**src/rtl/xentry_pkg.sv**
```systemverilog
// xentry_pkg: shared memory-operation and data-cache controller state types.
package xentry_pkg;

    typedef enum logic {
        LOAD  = 1'b0,
        STORE = 1'b1
    } memory_operation_e;

    typedef enum logic [1:0] {
        IDLE      = 2'd0,
        WRITEBACK = 2'd1,
        FILL      = 2'd2,
        INSTALL   = 2'd3
    } dcache_state_e;

endpackage

```
**src/rtl/sat_counter.sv**
```systemverilog
// sat_counter: up-counter that sticks at all-ones instead of wrapping.
module sat_counter #(
    parameter int WIDTH = 32
) (
    input  logic             clk,
    input  logic             reset,
    input  logic             inc,
    output logic [WIDTH-1:0] count
);

    logic [WIDTH-1:0] count_q, count_d;

    always_comb count_d = (inc && !(&count_q)) ? count_q + WIDTH'(1) : count_q;

    always_ff @(posedge clk or negedge reset) begin
        if (!reset) count_q <= '0;
        else        count_q <= count_d;
    end

    assign count = count_q;

endmodule

```
**src/rtl/dcache_controller.sv**
```systemverilog
// dcache_controller: blocking data-cache miss FSM driving writeback/fill bursts to L2,
// with saturating hit/miss counters.
module dcache_controller
    import xentry_pkg::*;
#(
    parameter int PERF_CNT_WIDTH = 32,
    parameter int WORDS_PER_LINE = 8
) (
    input  logic                      clk,
    input  logic                      reset,
    input  logic                      req_valid,
    input  memory_operation_e         req_type,
    output logic                      req_fulfilled,
    input  logic                      hit,
    input  logic                      clean_miss,
    input  logic                      dirty_miss,
    input  logic                      counter_done,
    output logic                      flush_mode,
    output logic                      load_mode,
    output logic                      clear_selected_dirty_bit,
    output logic                      clear_selected_valid_bit,
    output logic                      finish_new_line_install,
    output logic                      set_new_l2_block_address,
    output logic                      reset_counter,
    output logic                      decrement_counter,
    output logic                      l2_req_valid,
    output memory_operation_e         l2_req_op,
    input  logic                      l2_req_fulfilled,
    output logic [PERF_CNT_WIDTH-1:0] hit_count,
    output logic [PERF_CNT_WIDTH-1:0] miss_count
);

    // Burst length is owned by the datapath counter; stores are written by the datapath on hit.
    localparam int unused_words_per_line = WORDS_PER_LINE;
    logic unused_req_type;
    assign unused_req_type = req_type == STORE;

    dcache_state_e state_q, state_d;
    logic          missed_q, missed_d;
    logic          miss_start;

    always_comb begin
        state_d                  = state_q;
        req_fulfilled            = 1'b0;
        flush_mode               = 1'b0;
        load_mode                = 1'b0;
        clear_selected_dirty_bit = 1'b0;
        clear_selected_valid_bit = 1'b0;
        finish_new_line_install  = 1'b0;
        set_new_l2_block_address = 1'b0;
        reset_counter            = 1'b0;
        decrement_counter        = 1'b0;
        l2_req_valid             = 1'b0;
        l2_req_op                = LOAD;
        // Outputs are gated by reset so nothing reaches the datapath while it is held.
        if (reset) begin
            case (state_q)
                IDLE: if (req_valid) begin
                    req_fulfilled            = hit;
                    set_new_l2_block_address = !hit && (dirty_miss || clean_miss);
                    reset_counter            = set_new_l2_block_address;
                    state_d = hit ? IDLE : dirty_miss ? WRITEBACK : clean_miss ? FILL : IDLE;
                end
                WRITEBACK: begin
                    flush_mode               = 1'b1;
                    l2_req_valid             = 1'b1;
                    l2_req_op                = STORE;
                    decrement_counter        = l2_req_fulfilled && !counter_done;
                    clear_selected_dirty_bit = l2_req_fulfilled && counter_done;
                    clear_selected_valid_bit = l2_req_fulfilled && counter_done;
                    state_d = (l2_req_fulfilled && counter_done) ? IDLE : WRITEBACK;
                end
                FILL: begin
                    load_mode         = 1'b1;
                    l2_req_valid      = 1'b1;
                    decrement_counter = l2_req_fulfilled;
                    state_d = (l2_req_fulfilled && counter_done) ? INSTALL : FILL;
                end
                default: begin
                    finish_new_line_install  = 1'b1;
                    clear_selected_dirty_bit = 1'b1;
                    state_d                  = IDLE;
                end
            endcase
        end
        miss_start = state_q == IDLE && state_d != IDLE;
        missed_d   = miss_start ? 1'b1 : req_fulfilled ? 1'b0 : missed_q;
    end

    always_ff @(posedge clk or negedge reset) begin
        if (!reset) begin
            state_q  <= IDLE;
            missed_q <= 1'b0;
        end else begin
            state_q  <= state_d;
            missed_q <= missed_d;
        end
    end

    sat_counter #(.WIDTH(PERF_CNT_WIDTH)) u_hit_cnt (
        .clk   (clk),
        .reset (reset),
        .inc   (req_fulfilled && !missed_q),
        .count (hit_count)
    );

    sat_counter #(.WIDTH(PERF_CNT_WIDTH)) u_miss_cnt (
        .clk   (clk),
        .reset (reset),
        .inc   (miss_start && !missed_q),
        .count (miss_count)
    );

endmodule

```
**config.mk**
```make
export PLATFORM = sky130hd
export DESIGN_NAME = dcache_controller
export DESIGN_NICKNAME = d
export VERILOG_FILES = /design/src/rtl/xentry_pkg.sv /design/src/rtl/sat_counter.sv /design/src/rtl/dcache_controller.sv
export SDC_FILE = /design/constraint.sdc
export NUM_CORES = 1
export LEC_CHECK = 0
export CAP_MARGIN = 40
export CORE_UTILIZATION = 45
export CTS_CLUSTER_SIZE = 10
export DETAILED_ROUTE_END_ITERATION = 6
export MAX_ROUTING_LAYER = met4
export PLACE_DENSITY = 0.87
export SYNTH_ARGS = -nofsm -noshare
export SYNTH_HDL_FRONTEND = slang
export SYNTH_SLANG_ARGS = --single-unit
```
**constraint.sdc**
```tcl
create_clock -name clk -period 1.9 [get_ports clk]
set_input_delay 0.475 -clock clk [delete_from_list [all_inputs] [get_ports clk]]
set_output_delay 0.475 -clock clk [all_outputs]
set_load 0.005 [all_outputs]
```
==> out/results.ini, run 1 <==
[outcome]
status=complete, but fails checks
violations=setup timing

[timing]
timing.setup.tns_ns=-7.13
setup_viol=69
hold_viol=0
rsz0062_at_grt=yes
finalMaxSlewViolations=0
slew_headroom_pct=51.4
max_freq_ghz=0.475
period_share_pct=111
worst_pin_slew_ns=0.729
min_period_ns=2.11
skew_ns=0.0124
timing.final.ws_setup_ns=-0.207

[die]
boundaryPins=84
core_um2=7290
dieArea_um2=7900
die_y_um=88.9
die_w_um=88.9
initial_core_util_pct=46.6
rows=31

[logic_synthesis]
synth.avg_cell_area_um2=10.1
async_flop_share_pct=100
yosysSeqAreaShare_pct=49.4
synth-edff-count=0
netlist_area_um2=3400
synthCells=336
synth_flop_cell=dfrtp_1
yosys_warnings=0
synth-seq-cells=67
synth.distinct_cells=37
syn-num-nets=351

[global_routing]
grt_util_all_layers_pct=27.4
grt_max_degree=58
grt_pass1_wl_mm=15.7
grt_pass1_vias=3172
antenna_found_initial=0
gr-total-overflow=0

[route]
drt_wl_total_mm=11.9
first_iter_violations=156
drc_errors=0
via_per_inst=5.59
ant_nets=0
routed.top_layer=met4
wl_met2_mm=6.35
wl_met3_um=564
vias=3449
wire_per_inst_um=19.3
wl_met1_mm=4.65
firstDrtPassIters=4

[power_and_ir_drop]
clock_power_share_pct=29.7
comb_power_share_pct=32.5
power_density_nw_per_um2=721
leakage_nw=2.77
power.switching_mw=1.23
switching_share_pct=29.4
ir_worst_vdd_mv=0.658
p_total_mw=4.18
pwr-share-seq_pct=37.8
p_int_mw=2.95

[cells_and_area]
layout.nets=528
final_cell_mix=buf_4, dfrtp_1, clkdlybuf4s50_1
synthToLayoutAreaGrowth_pct=70.9
layout-drive-gt1-share_pct=39.8
final_common_cell=buf_4
final_cells=617
antenna_cells=0

[worst_setup_path]
required_ns=2.11
worstPathMaxFanout=6
startpoint_type=flop
reg2reg_depth=11
worst_ep_arrival_time_ns=2.31
crit_type=flop to flop
end_kind=flop

[cts]
cts_buffer_depth=2
clock_latency_ns=0.34
cts_tree=built
cts_hold_buf=0
clkSinkCount=67
cts_buffers=9
htree_levels=3
clock-root-buffer=clkbuf_8
clkTransAtPathRegs_ns=0.08

[hold_path]
min_path_type=input port to asynchronous set/reset pin

[job]
drv_cap=0

[placed_design]
dp.cells=574
numPortBuffers=82
gp_congestion=0.878
place_hpwl_mm=6.36

==> kinds of logic after synthesis <==
| group | count (synthesis) | synth area share, % |
|---|---|---|
| simple gates | 171 | 26.5 |
| flops | 67 | 49.4 |
| xor+xnor | 61 | 15.7 |
| compound gates | 16 | 3.46 |
| buf+inv | 13 | 2.10 |
| fa+ha+maj | 6 | 2.21 |
| mux | 2 | 0.626 |
==> flip-flops by register name, indices dropped and copies added (netlist names) <==
name,flops
missed_q,1
state_q,2
u_hit_cnt.count,32
u_miss_cnt.count,32
==> per-layer routing <==
layer	global-route usage, %	vias to the layer above
met5	-	-
met4	10.6	0
met3	3.54	37
met2	45.2	139
met1	34.3	1738
li1	-	1535
==> path summary, 6_finish.rpt <==
path | start | slack, ns | endpoint
hold / removal | reset | 0.32 | u_hit_cnt.count[30]
min in group clk | u_miss_cnt.count[20] | 0.50 | u_miss_cnt.count[20]
max in group asynchronous | reset | 0.84 | u_miss_cnt.count[2]
hold reg to reg | u_miss_cnt.count[20] | 0.50 | u_miss_cnt.count[20]
setup reg to reg | state_q[0] | -0.21 | u_miss_cnt.count[6]
setup / recovery | state_q[0] | -0.21 | u_miss_cnt.count[6]
==> power by group through the flow <==
stage,clock [mW],sequential [mW],combinational (mW)
3_3_place_gp,0,1.58,0.775
6_report,1.24,1.58,1.36
5_1_grt,1.30,1.59,1.43
4_1_cts,1.24,1.57,1.01
3_5_place_dp,0,1.59,0.799
2_1_floorplan,0,1.62,0.298
==> critical path, cell delays in order (launching register included) <==
cell      delay, ns
dfrtp_1        0.43
inv_2          0.10
ha_4           0.16
buf_6          0.10
nand2b_4       0.11
o221ai_2       0.08
a21oi_2        0.20
buf_4          0.17
o21a_4         0.20
buf_8          0.14
nand4_1        0.12
xnor2_1        0.17
==> cells in the mapped netlist, drive strengths merged, types with 3 or more instances <==
master  count  area share, %
xnor2      37            9.5
o21ai       6           0.88
nor2       21            2.3
inv         6           0.66
o21a        3           0.66
xor2       24            6.2
nand3      36            5.3
nand4      20            3.7
ha          6            2.2
buf         7            1.4
nor4        6            1.5
or3         3           0.74
and4        5            1.3
nand2b      3           0.55
nor2b       3           0.55
nor3       17            2.7
and3       16            2.9
and2        5           0.92
dfrtp      67             49
nand2      35            3.9
==> final cells by class <==
class	instances	area, µm²
clock buffers	12	155
flip-flops and latches	67	1680
well taps	99	124
clock inverters	4	48.8
fillers	421	1490
repair buffers	172	1580
inverters	6	22.5
multi-input cells	257	2200
==> what timing repair did <==
item	in CTS	in global routing
resized for setup	89	85
setup endpoints to repair	62	69
pin swaps	27	41
cloned	2	1
setup buffers	5	19
==> metrics by stage <==
stage | util (%) | area (µm²) | setup slack [ns] | hold slack (ns)
final | 79.6 | 5800 | -0.207 | 0.322
after global routing | 79.6 | 5800 | -0.315 | 0.340
after CTS | 73.0 | 5320 | -0.199 | 0.245
after detailed placement | 65.7 | 4790 | -0.487 | 0.494
after global placement | 65.7 | 4790 | -0.435 | 0.474
after floorplan | - | 3410 | -0.00459 | 0.179
Power figures use the tool's default switching activity.
==> run 2: changes to the inputs <==
--- a/config.mk
+++ b/config.mk
@@ -11,6 +11,7 @@
 export DETAILED_ROUTE_END_ITERATION = 6
 export MAX_ROUTING_LAYER = met4
 export PLACE_DENSITY = 0.87
+export SETUP_SLACK_MARGIN = 0.02
 export SYNTH_ARGS = -nofsm -noshare
 export SYNTH_HDL_FRONTEND = slang
 export SYNTH_SLANG_ARGS = --single-unit
==> run 2 against run 1 <==
The run still ends with setup timing left. Core utilization grew 1.9 points. Combinational power shrank 4%. First-iteration DRC count grew 41%. Hold slack gained 0.12 ns. Clock power is essentially flat. Final cell count grew 0.97%. Worst setup slack lost 0.048 ns. Largest power group unchanged. Total power shrank 1.9%. Via count grew 0.26%. Non-clock buffer count grew 7. Maximum frequency shrank 2.2%. Count of clock-buffer cells in the layout grew 1.
==> out/results.ini, run 2 (synthesis results as in run 1) <==
[outcome]
status=complete, but fails checks  ; unchanged
violations=setup timing  ; unchanged

[placed_design]
place_hpwl_mm=6.59  ; was 6.36 mm
placed_cell_area_um2=4830  ; was 4790 µm²
numPortBuffers=82  ; unchanged
gp_congestion=0.927  ; was 0.878
dp.cells=579  ; was 574

[cts]
clock-root-buffer=clkbuf_8  ; unchanged
cts_tree=built  ; unchanged
clock_latency_ns=0.34  ; about the same
clkTransAtPathRegs_ns=0.08  ; about the same
clkSinkCount=67  ; unchanged
cts_hold_buf=0  ; unchanged
cts_buffers=9  ; unchanged
cts_buffer_depth=2  ; unchanged
htree_levels=3  ; unchanged

[cells_and_area]
final_area_um2=5940  ; was 5800 µm²
layout.nets=534  ; was 528
layout-drive-gt1-share_pct=42.4  ; was 39.8%
final_cells=623  ; was 617
synthToLayoutAreaGrowth_pct=75.1  ; was 70.9%
fillCellCount=386  ; was 421
final_cell_mix=buf_4, clkdlybuf4s50_1, dfrtp_1  ; was buf_4, dfrtp_1, clkdlybuf4s50_1
antenna_cells=0  ; unchanged
final_common_cell=buf_4  ; unchanged
post-route-util_pct=81.5  ; was 79.6%

[die]
boundaryPins=84  ; unchanged
core_um2=7290  ; unchanged
die_y_um=88.9  ; unchanged
dieArea_um2=7900  ; unchanged
initial_core_util_pct=46.6  ; unchanged
rows=31  ; unchanged
die_w_um=88.9  ; unchanged

[worst_setup_path]
worstPathMaxFanout=9  ; was 6
end_kind=flop  ; unchanged
crit_type=input port to flop  ; was flop to flop
r2r_end=u_miss_cnt.count[16]  ; was u_miss_cnt.count[6]
startpoint_type=input port  ; was flop
required_ns=2.13  ; was 2.11 ns
reg2reg_depth=11  ; unchanged
reg2reg_setup_slack_ns=-0.25  ; was -0.21 ns
crit_start=l2_req_fulfilled  ; was state_q[0]
worst_ep_arrival_time_ns=2.39  ; was 2.31 ns
r2r_start=state_q[0]  ; unchanged

[power_and_ir_drop]
ir_worst_vdd_mv=0.680  ; was 0.658 mV
leakage_nw=2.72  ; was 2.77 nW
power_density_nw_per_um2=690  ; was 721 nW/µm²
p_total_mw=4.10  ; was 4.18 mW

[timing]
period_share_pct=113  ; was 111%
hold_slack_ns=0.437  ; was 0.322 ns
worst_pin_slew_ns=0.556  ; was 0.729 ns
skew_ns=0.0144  ; was 0.0124 ns
finalMaxSlewViolations=0  ; unchanged
min_period_ns=2.16  ; was 2.11 ns
slew_headroom_pct=62.7  ; was 51.4%
timing.final.ws_setup_ns=-0.256  ; was -0.207 ns
hold_viol=0  ; unchanged
rsz0062_at_grt=yes  ; unchanged
setup_viol=62  ; was 69
max_freq_ghz=0.464  ; was 0.475 GHz

[route]
first_iter_violations=220  ; was 156
firstDrtPassIters=4  ; unchanged
drc_errors=0  ; unchanged
via_per_inst=5.55  ; was 5.59
vias=3458  ; was 3449
ant_nets=0  ; unchanged
drt_wl_total_mm=11.7  ; was 11.9 mm
wire_per_inst_um=18.7  ; was 19.3 µm

[global_routing]
grt_pass1_wl_mm=16.1  ; was 15.7 mm
grt_util_all_layers_pct=27.7  ; was 27.4%
gr-total-overflow=0  ; unchanged
grt_max_degree=35  ; was 58
antenna_found_initial=0  ; unchanged
grt_pass1_vias=3336  ; was 3172

[hold_path]
min_path_type=input port to asynchronous set/reset pin  ; unchanged

[job]
drv_cap=0  ; unchanged

## run 2: cell types whose count changed in the layout (fill, tap and decap cells not counted), sizes merged
cell / delta
buf: +6
clkbuf: +3
clkdlybuf4s50: +1
clkinv: -1
dlymetal6s2s: -2
o211ai: -1
## run 2: worst max-delay path by stage
stage,end,slack [ns],cells after the start
3_5_place_dp,u_hit_cnt.count[30],-0.49,7
4_1_cts,decrement_counter,-0.15,6
5_1_grt,u_miss_cnt.count[16],-0.30,11
6_report,u_miss_cnt.count[16],-0.26,9
3_3_place_gp,u_hit_cnt.count[26],-0.43,7
2_1_floorplan,u_hit_cnt.count[30],0.03,8
## run 2: critical path, cell delays in order
cell and delay, ns:
clkdlybuf4s50_1 0.51, nand2_2 0.13, mux2i_4 0.21, a21oi_2 0.21, buf_6 0.15, o211ai_4 0.08
buf_12 0.16, a211oi_2 0.20, xor2_1 0.25
## run 2: repair_timing
item,in CTS,in global routing
setup endpoints to repair,64,75
pin swaps,28,44
gates resized for setup,107,95
buffers inserted,12,17
## run 2: per-layer routing
| metal | GRT usage, % | share of wire, % | vias up |
|---|---|---|---|
| met1 | 33.4 | 40 | 1726 |
| met3 | 2.89 | 4.0 | 40 |
| met4 | 11.0 | 3.7 | 0 |
| met2 | 47.6 | 53 | 144 |
| met5 | - | 0 | - |
| li1 | - | - | 1548 |
## run 2: stage by stage
step | setup slack [ns] | setup TNS, ns
final | -0.256 | -4.83
after global routing | -0.297 | -9.75
after CTS | -0.154 | -1.03
after detailed placement | -0.493 | -24.08
after global placement | -0.426 | -21.05
after floorplan | 0.0330 | 0
## run 2: final cells by class
type | count | area, µm² | share of cell area [%]
multi-input cells | 256 | 2290 | 38.6
flip-flops and latches | 67 | 1680 | 28.2
repair buffers | 179 | 1630 | 27.4
clock buffers | 13 | 149 | 2.50
well taps | 99 | 124 | 2.08
clock inverters | 3 | 47.5 | 0.800
inverters | 6 | 22.5 | 0.379
## run 2: power breakdown
part	switching, mW	total (mW)	leakage (nW)	internal (mW)
Sequential	0.0842	1.59	0.920	1.51
Combinational	0.550	1.30	1.70	0.746
Clock	0.567	1.22	0.0978	0.650
Total	1.20	4.10	2.72	2.90
==> run 3: changes to the inputs <==
--- a/config.mk
+++ b/config.mk
@@ -9,6 +9,7 @@
 export CORE_UTILIZATION = 45
 export CTS_CLUSTER_SIZE = 10
 export DETAILED_ROUTE_END_ITERATION = 6
+export GPL_ROUTABILITY_DRIVEN = 0
 export MAX_ROUTING_LAYER = met4
 export PLACE_DENSITY = 0.87
 export SETUP_SLACK_MARGIN = 0.02
==> results of run 3 <==
Same layout as run 2: the final DEF is identical, and so are final timing and power.
